==> config.mk <==
export PLATFORM = sky130hd
export DESIGN_NAME = prom_loader
export DESIGN_NICKNAME = d
export VERILOG_FILES = /design/src/rtl/prom_loader.sv
export SDC_FILE = /design/constraint.sdc
export NUM_CORES = 1
export LEC_CHECK = 0
export BUFFER_PORTS_ARGS = -buffer_cell sky130_fd_sc_hd__buf_2
export CAP_MARGIN = 0
export CORE_MARGIN = 4
export CORE_UTILIZATION = 45
export CTS_BUF_LIST = sky130_fd_sc_hd__clkbuf_4
export DETAILED_ROUTE_END_ITERATION = 12
export PLACE_DENSITY = 0.69
export SLEW_MARGIN = 20
export SYNTH_ARGS = -nofsm -noshare
export SYNTH_HDL_FRONTEND = slang
export SYNTH_SLANG_ARGS = --single-unit
==> constraint.sdc <==
create_clock -name CLK_FT -period 3.9 [get_ports CLK_FT]
set_clock_uncertainty 0.2 [all_clocks]
set_input_delay 0.195 -clock CLK_FT [delete_from_list [all_inputs] [get_ports CLK_FT]]
set_output_delay 0.195 -clock CLK_FT [all_outputs]
set_load 0.02 [all_outputs]
==> src/rtl/prom_loader.sv <==
// Byte-stream loader for a 16 x 15-bit program memory: two bytes per word, one write strobe per word.
// Optional trailing checksum byte enabled by defining PROM_LOADER_CHECKSUM_EN.
module prom_loader #(
    parameter int unsigned WORDS = 16
) (
    input  logic        CLK_FT,
    input  logic        RESET_N,
    input  logic        START,
    input  logic [7:0]  RX_DATA,
    input  logic        RX_VALID,
    output logic        RX_READY,
    output logic        WR_EN,
    output logic [3:0]  WR_ADDR,
    output logic [14:0] WR_DATA,
    output logic        BUSY,
    output logic        DONE,
    output logic        ERR
);

    localparam int unsigned AW = 4;
    localparam int unsigned HW = 7;
    localparam logic [AW-1:0] LAST = AW'(WORDS - 1);

    typedef enum logic [2:0] {
        S_IDLE  = 3'd0,
        S_HI    = 3'd1,
        S_LO    = 3'd2,
        S_WRITE = 3'd3,
        S_CSUM  = 3'd4,
        S_DONE  = 3'd5
    } state_e;

    state_e         state_q, state_d;
    logic [AW-1:0]  addr_q;
    logic [HW-1:0]  hi_q;
    logic [14:0]    wr_data_q;
    logic           ready_q, ready_d;
    logic           busy_q, busy_d;
    logic           done_q, done_d;
    logic           wr_en_q, wr_en_d;
    logic           accept;
    logic           start_go;

    assign accept   = RX_VALID && ready_q;
    assign start_go = START && ((state_q == S_IDLE) || (state_q == S_DONE));

    // State register
    always_ff @(posedge CLK_FT or negedge RESET_N) begin
        if (!RESET_N) state_q <= S_IDLE;
        else          state_q <= state_d;
    end

    // Next-state logic
    always_comb begin
        state_d = state_q;
        case (state_q)
            S_IDLE, S_DONE: if (start_go) state_d = S_HI;
            S_HI:           if (accept)   state_d = S_LO;
            S_LO:           if (accept)   state_d = S_WRITE;
            S_WRITE: begin
                if (addr_q < LAST) state_d = S_HI;
`ifdef PROM_LOADER_CHECKSUM_EN
                else               state_d = S_CSUM;
`else
                else               state_d = S_DONE;
`endif
            end
`ifdef PROM_LOADER_CHECKSUM_EN
            S_CSUM:         if (accept)   state_d = S_DONE;
`endif
            default:        state_d = S_IDLE;
        endcase
    end

    // Output decode from the next state so the registered flags line up with state_q
    always_comb begin
        ready_d = 1'b0;
        busy_d  = 1'b0;
        done_d  = 1'b0;
        wr_en_d = 1'b0;
        case (state_d)
            S_HI, S_LO, S_CSUM: begin
                ready_d = 1'b1;
                busy_d  = 1'b1;
            end
            S_WRITE: begin
                busy_d  = 1'b1;
                wr_en_d = 1'b1;
            end
            S_DONE:  done_d = 1'b1;
            default: ;
        endcase
    end

    always_ff @(posedge CLK_FT or negedge RESET_N) begin
        if (!RESET_N) begin
            ready_q <= 1'b0;
            busy_q  <= 1'b0;
            done_q  <= 1'b0;
            wr_en_q <= 1'b0;
        end else begin
            ready_q <= ready_d;
            busy_q  <= busy_d;
            done_q  <= done_d;
            wr_en_q <= wr_en_d;
        end
    end

    // Address only advances when another word follows, so it ends at WORDS-1
    always_ff @(posedge CLK_FT or negedge RESET_N) begin
        if (!RESET_N) begin
            addr_q    <= '0;
            hi_q      <= '0;
            wr_data_q <= '0;
        end else begin
            if (start_go)
                addr_q <= '0;
            else if ((state_q == S_WRITE) && (state_d == S_HI))
                addr_q <= addr_q + AW'(1);
            if ((state_q == S_HI) && accept)
                hi_q <= RX_DATA[HW-1:0];
            if ((state_q == S_LO) && accept)
                wr_data_q <= {hi_q, RX_DATA};
        end
    end

`ifdef PROM_LOADER_CHECKSUM_EN
    logic [7:0] sum_q;
    logic       err_q;

    // Running sum covers the full HI byte, including the bit dropped from the word
    always_ff @(posedge CLK_FT or negedge RESET_N) begin
        if (!RESET_N) begin
            sum_q <= '0;
            err_q <= 1'b0;
        end else begin
            if (start_go) begin
                sum_q <= '0;
                err_q <= 1'b0;
            end else if (accept && ((state_q == S_HI) || (state_q == S_LO))) begin
                sum_q <= sum_q + RX_DATA;
            end else if (accept && (state_q == S_CSUM)) begin
                err_q <= (RX_DATA != sum_q);
            end
        end
    end

    assign ERR = err_q;
`else
    assign ERR = 1'b0;
`endif

    assign RX_READY = ready_q;
    assign WR_EN    = wr_en_q;
    assign WR_ADDR  = addr_q;
    assign WR_DATA  = wr_data_q;
    assign BUSY     = busy_q;
    assign DONE     = done_q;

endmodule

==> run_summary.xml <==
<?xml version="1.0" encoding="UTF-8"?>
<metrics>
  <group name="grt">
    <metric name="grt_max_degree" unit="">34</metric>
    <metric name="wire_length_of_the_first_global_routing_pass" unit="mm">4.64</metric>
    <metric name="first_global_vias" unit="">1021</metric>
    <metric name="initial_antenna_violation_count" unit="">0</metric>
    <metric name="track_usage" unit="%">15.1</metric>
    <metric name="grt-ovfl-total" unit="">0</metric>
  </group>
  <group name="worst_setup_path">
    <metric name="worst_setup_path_start_kind" unit="">flop</metric>
    <metric name="worst-endpoint-required" unit="ns">3.93</metric>
    <metric name="reg2reg_setup_slack" unit="ns">1.74</metric>
    <metric name="critical_path_class" unit="">flop to flop</metric>
    <metric name="timing.critical_path.slowest_stage_cell" unit="">sky130_fd_sc_hd__nor3_4</metric>
    <metric name="crit_path_cell_trace" unit="">nand2b_4, nor3_4, mux2_2</metric>
    <metric name="worst_r2r_path_depth" unit="">3</metric>
    <metric name="regToRegStartpoint" unit="">state_q[0]</metric>
    <metric name="crit-reg2reg-capture" unit="">WR_DATA[11]</metric>
    <metric name="cp_slowest_stage_delay" unit="ns">0.69</metric>
    <metric name="critical_path_peak_fanout" unit="">16</metric>
    <metric name="critical_path.endpoint_type" unit="">flop</metric>
    <metric name="cp.arrival" unit="ns">2.20</metric>
  </group>
  <group name="clock_tree">
    <metric name="holdBufCountCts" unit="">10</metric>
    <metric name="quantity_of_gates_resized_following_cts" unit="">0</metric>
    <metric name="clk_root_buffer_cell" unit="">sky130_fd_sc_hd__clkbuf_4</metric>
    <metric name="cts_setup_buffers" unit="">0</metric>
    <metric name="clock_latency" unit="ns">0.34</metric>
    <metric name="h-tree-depth" unit="">2</metric>
    <metric name="clk_transition_reported_paths" unit="ns">0.10</metric>
    <metric name="clockBufferDepth" unit="">2</metric>
    <metric name="cts_tree" unit="">yes</metric>
    <metric name="cts.sinks" unit="">33</metric>
    <metric name="numCtsBuffers" unit="">5</metric>
  </group>
  <group name="synth">
    <metric name="synthXorXnorAreaFrac" unit="%">0.601</metric>
    <metric name="synth_simple_gate_area_share" unit="%">11.0</metric>
    <metric name="ys_ff_latch" unit="">33</metric>
    <metric name="synthesis.area_per_instance" unit="um^2">13.9</metric>
    <metric name="synthesis.instances" unit="">105</metric>
    <metric name="synth.cell_area" unit="um^2">1460</metric>
    <metric name="yosysSeqAreaShare" unit="%">56.7</metric>
    <metric name="synthDistinctLibCells" unit="">34</metric>
    <metric name="synth-compound-area-share" unit="%">8.24</metric>
    <metric name="synth_fp_nets" unit="">118</metric>
    <metric name="dominant_combinational_cell_family_by_area_after_synthesis" unit="">multiplexers</metric>
    <metric name="synth_mux_area_share" unit="%">19.3</metric>
    <metric name="adder_cell_share_of_the_synthesized_area" unit="%">0.858</metric>
    <metric name="ys_warns" unit="">0</metric>
  </group>
  <group name="power_and_ir_drop">
    <metric name="p_clk_share" unit="%">18.3</metric>
    <metric name="leakagePower" unit="uW">0.000852</metric>
    <metric name="power.sequential.fraction" unit="%">43.2</metric>
    <metric name="cellInternalPower" unit="uW">885</metric>
    <metric name="power_switching" unit="uW">507</metric>
    <metric name="swShare" unit="%">36.4</metric>
    <metric name="combinationalPowerShare" unit="%">38.5</metric>
    <metric name="cellPowerDensity" unit="nW/um^2">766</metric>
    <metric name="worst_ir_drop_vdd" unit="mV">0.309</metric>
  </group>
  <group name="cells_and_area">
    <metric name="stdcell_area" unit="um^2">1820</metric>
    <metric name="insertedDiodeCount" unit="">0</metric>
    <metric name="layout.nets" unit="">164</metric>
    <metric name="share_of_post_route_cells_with_drive_strength_above_1" unit="%">44.7</metric>
    <metric name="final_cell_mix" unit="">34 x sky130_fd_sc_hd__buf_2, 33 x sky130_fd_sc_hd__dfrtp_1, 13 x sky130_fd_sc_hd__mux2_2</metric>
    <metric name="mostFrequentLayoutCell" unit="">sky130_fd_sc_hd__buf_2</metric>
    <metric name="final.fill_count" unit="">252</metric>
    <metric name="syn2layout_area_growth" unit="%">24.6</metric>
  </group>
  <group name="sta">
    <metric name="slew_headroom" unit="%">40.3</metric>
    <metric name="fmax" unit="MHz">462</metric>
    <metric name="final_ws_setup" unit="ns">1.74</metric>
    <metric name="post-route-period-util" unit="%">55.5</metric>
    <metric name="holdWs" unit="ns">0.0921</metric>
    <metric name="rsz0062_at_grt" unit="">no</metric>
    <metric name="timing_hold_violations_final" unit="">0</metric>
    <metric name="final.setup.tns" unit="ns">0</metric>
    <metric name="final_period_minus_worst_setup_slack" unit="ns">2.16</metric>
    <metric name="report.final.setup_viol" unit="">0</metric>
    <metric name="tightestPinTransition" unit="ns">0.892</metric>
    <metric name="timing.final.max_slew_violations" unit="">0</metric>
  </group>
  <group name="routing">
    <metric name="wire_length_per_cell_after_detailed_routing" unit="um">13.5</metric>
    <metric name="drc" unit="">0</metric>
    <metric name="drtAntennaViolNets" unit="">0</metric>
    <metric name="via_per_inst" unit="">5.02</metric>
    <metric name="detailed_router_iteration_count_before_antenna_repair" unit="">4</metric>
    <metric name="wl" unit="mm">2.65</metric>
    <metric name="vias" unit="">983</metric>
    <metric name="drt_iter0_markers" unit="">23</metric>
  </group>
  <group name="placement">
    <metric name="numPortBuffers" unit="">34</metric>
    <metric name="gpl.final_weighted_congestion" unit="">0.699</metric>
    <metric name="detailedPlace.worstSlack" unit="ns">1.72</metric>
    <metric name="dp_hpwl" unit="mm">1.77</metric>
    <metric name="dpl-instance-area" unit="um^2">1640</metric>
  </group>
  <group name="status">
    <metric name="outcome" unit="">finished, final reports clean</metric>
  </group>
  <group name="die">
    <metric name="chipHeight" unit="um">64.9</metric>
    <metric name="core_area" unit="um^2">3080</metric>
    <metric name="chipWidth" unit="um">64.9</metric>
    <metric name="initial_core_util" unit="%">47.4</metric>
    <metric name="std_cell_rows" unit="">20</metric>
    <metric name="design.portCount" unit="">36</metric>
    <metric name="die-area" unit="um^2">4210</metric>
  </group>
  <group name="worst_hold_path">
    <metric name="hp-class" unit="">input pin to flop</metric>
    <metric name="min_to" unit="">BUSY</metric>
    <metric name="holdCritStartpoint" unit="">START</metric>
    <metric name="holdPathStages" unit="">4</metric>
  </group>
  <group name="flow_run">
    <metric name="max_cap_violations" unit="">0</metric>
  </group>
</metrics>
cell usage after synthesis, drive strengths merged:
master	n	share of area (%)
buf	5	3.1
nor2b	2	0.86
dfrtp	33	57
xor2	1	0.60
nand4b	1	0.60
o21a	3	1.5
o21ai	3	1.0
a21oi	7	2.4
nor3b	2	1.0
and4b	1	0.69
and3b	1	0.69
mux2	22	19
o21ba	1	0.69
nand3b	1	0.52
a22oi	1	0.52
a21o	1	0.52
nand2b	2	1.4
a211oi	1	0.52
nand3	3	1.0
or3	1	0.43
a41oi	1	0.60
nor2	3	0.94
and3	1	0.43
conb	1	0.26
nor3	4	2.1
nand2	1	0.26
o22ai	1	0.43
ha	1	0.86
critical path: cells and delay by family, from the launching register on:
kind / cells / cell delay (ns)
multiplexers: 1 / 0.41
AND/OR/NAND/NOR: 2 / 0.91
flip-flops: 1 / 0.53
sequential cells by signal, summed over array words and instances (netlist names):
signal,flops
WR_DATA,15
WR_ADDR,4
DONE,1
state_q,3
RX_READY,1
BUSY,1
WR_EN,1
hi_q,7
power groups by stage:
stage	combinational, uW	clock, uW	sequential (uW)
3_5_place_dp	536	0	607
4_1_cts	545	263	601
2_1_floorplan	290	0	699
6_report	535	255	601
3_3_place_gp	524	0	599
5_1_grt	585	274	624
worst max path at each step:
| stage | from | end | cells after the start | slack (ns) |
|---|---|---|---|---|
| floorplan | RX_READY | WR_DATA[10] | 4 | 2.15 |
| global placement | state_q[0] | WR_DATA[1] | 3 | 1.81 |
| detailed placement | state_q[0] | WR_DATA[11] | 3 | 1.72 |
| CTS | state_q[0] | WR_DATA[11] | 3 | 1.72 |
| global route | state_q[0] | WR_DATA[11] | 3 | 1.60 |
| finish | state_q[0] | WR_DATA[11] | 3 | 1.74 |
routing by layer:
metal  GRT usage, %  share of wire [%]
met5              0                  0
met4           10.3                2.0
met3           3.81                4.6
met2           25.3                 51
met1           16.6                 42
final cells by class:
| type | count | area, um^2 | area share (%) |
|---|---|---|---|
| Clock buffer | 5 | 37.5 | 2.07 |
| Timing Repair Buffer | 44 | 270 | 14.9 |
| Tap cell | 44 | 55.1 | 3.03 |
| Clock inverter | 3 | 41.3 | 2.27 |
| Sequential cell | 33 | 826 | 45.5 |
| Multi-Input combinational cell | 67 | 587 | 32.3 |
kinds of logic after synthesis:
kind of cell,count (synthesis)
DFF,33
and+or+nand+nor,23
muxes,22
AOI/OAI and AO/OA,19
buffers and inverters,5
adders and majority gates,1
other,1
xor gates and xnor gates,1
metrics by stage:
step / total power, uW / utilization [%] / instances
after floorplan: 989 / - / 105
after global placement: 1120 / 53.2 / 178
after detailed placement: 1140 / 53.2 / 178
after CTS: 1410 / 59.0 / 196
after global routing: 1480 / 59.0 / 196
final: 1390 / 59.0 / 196
Power figures use the tool's default switching activity.
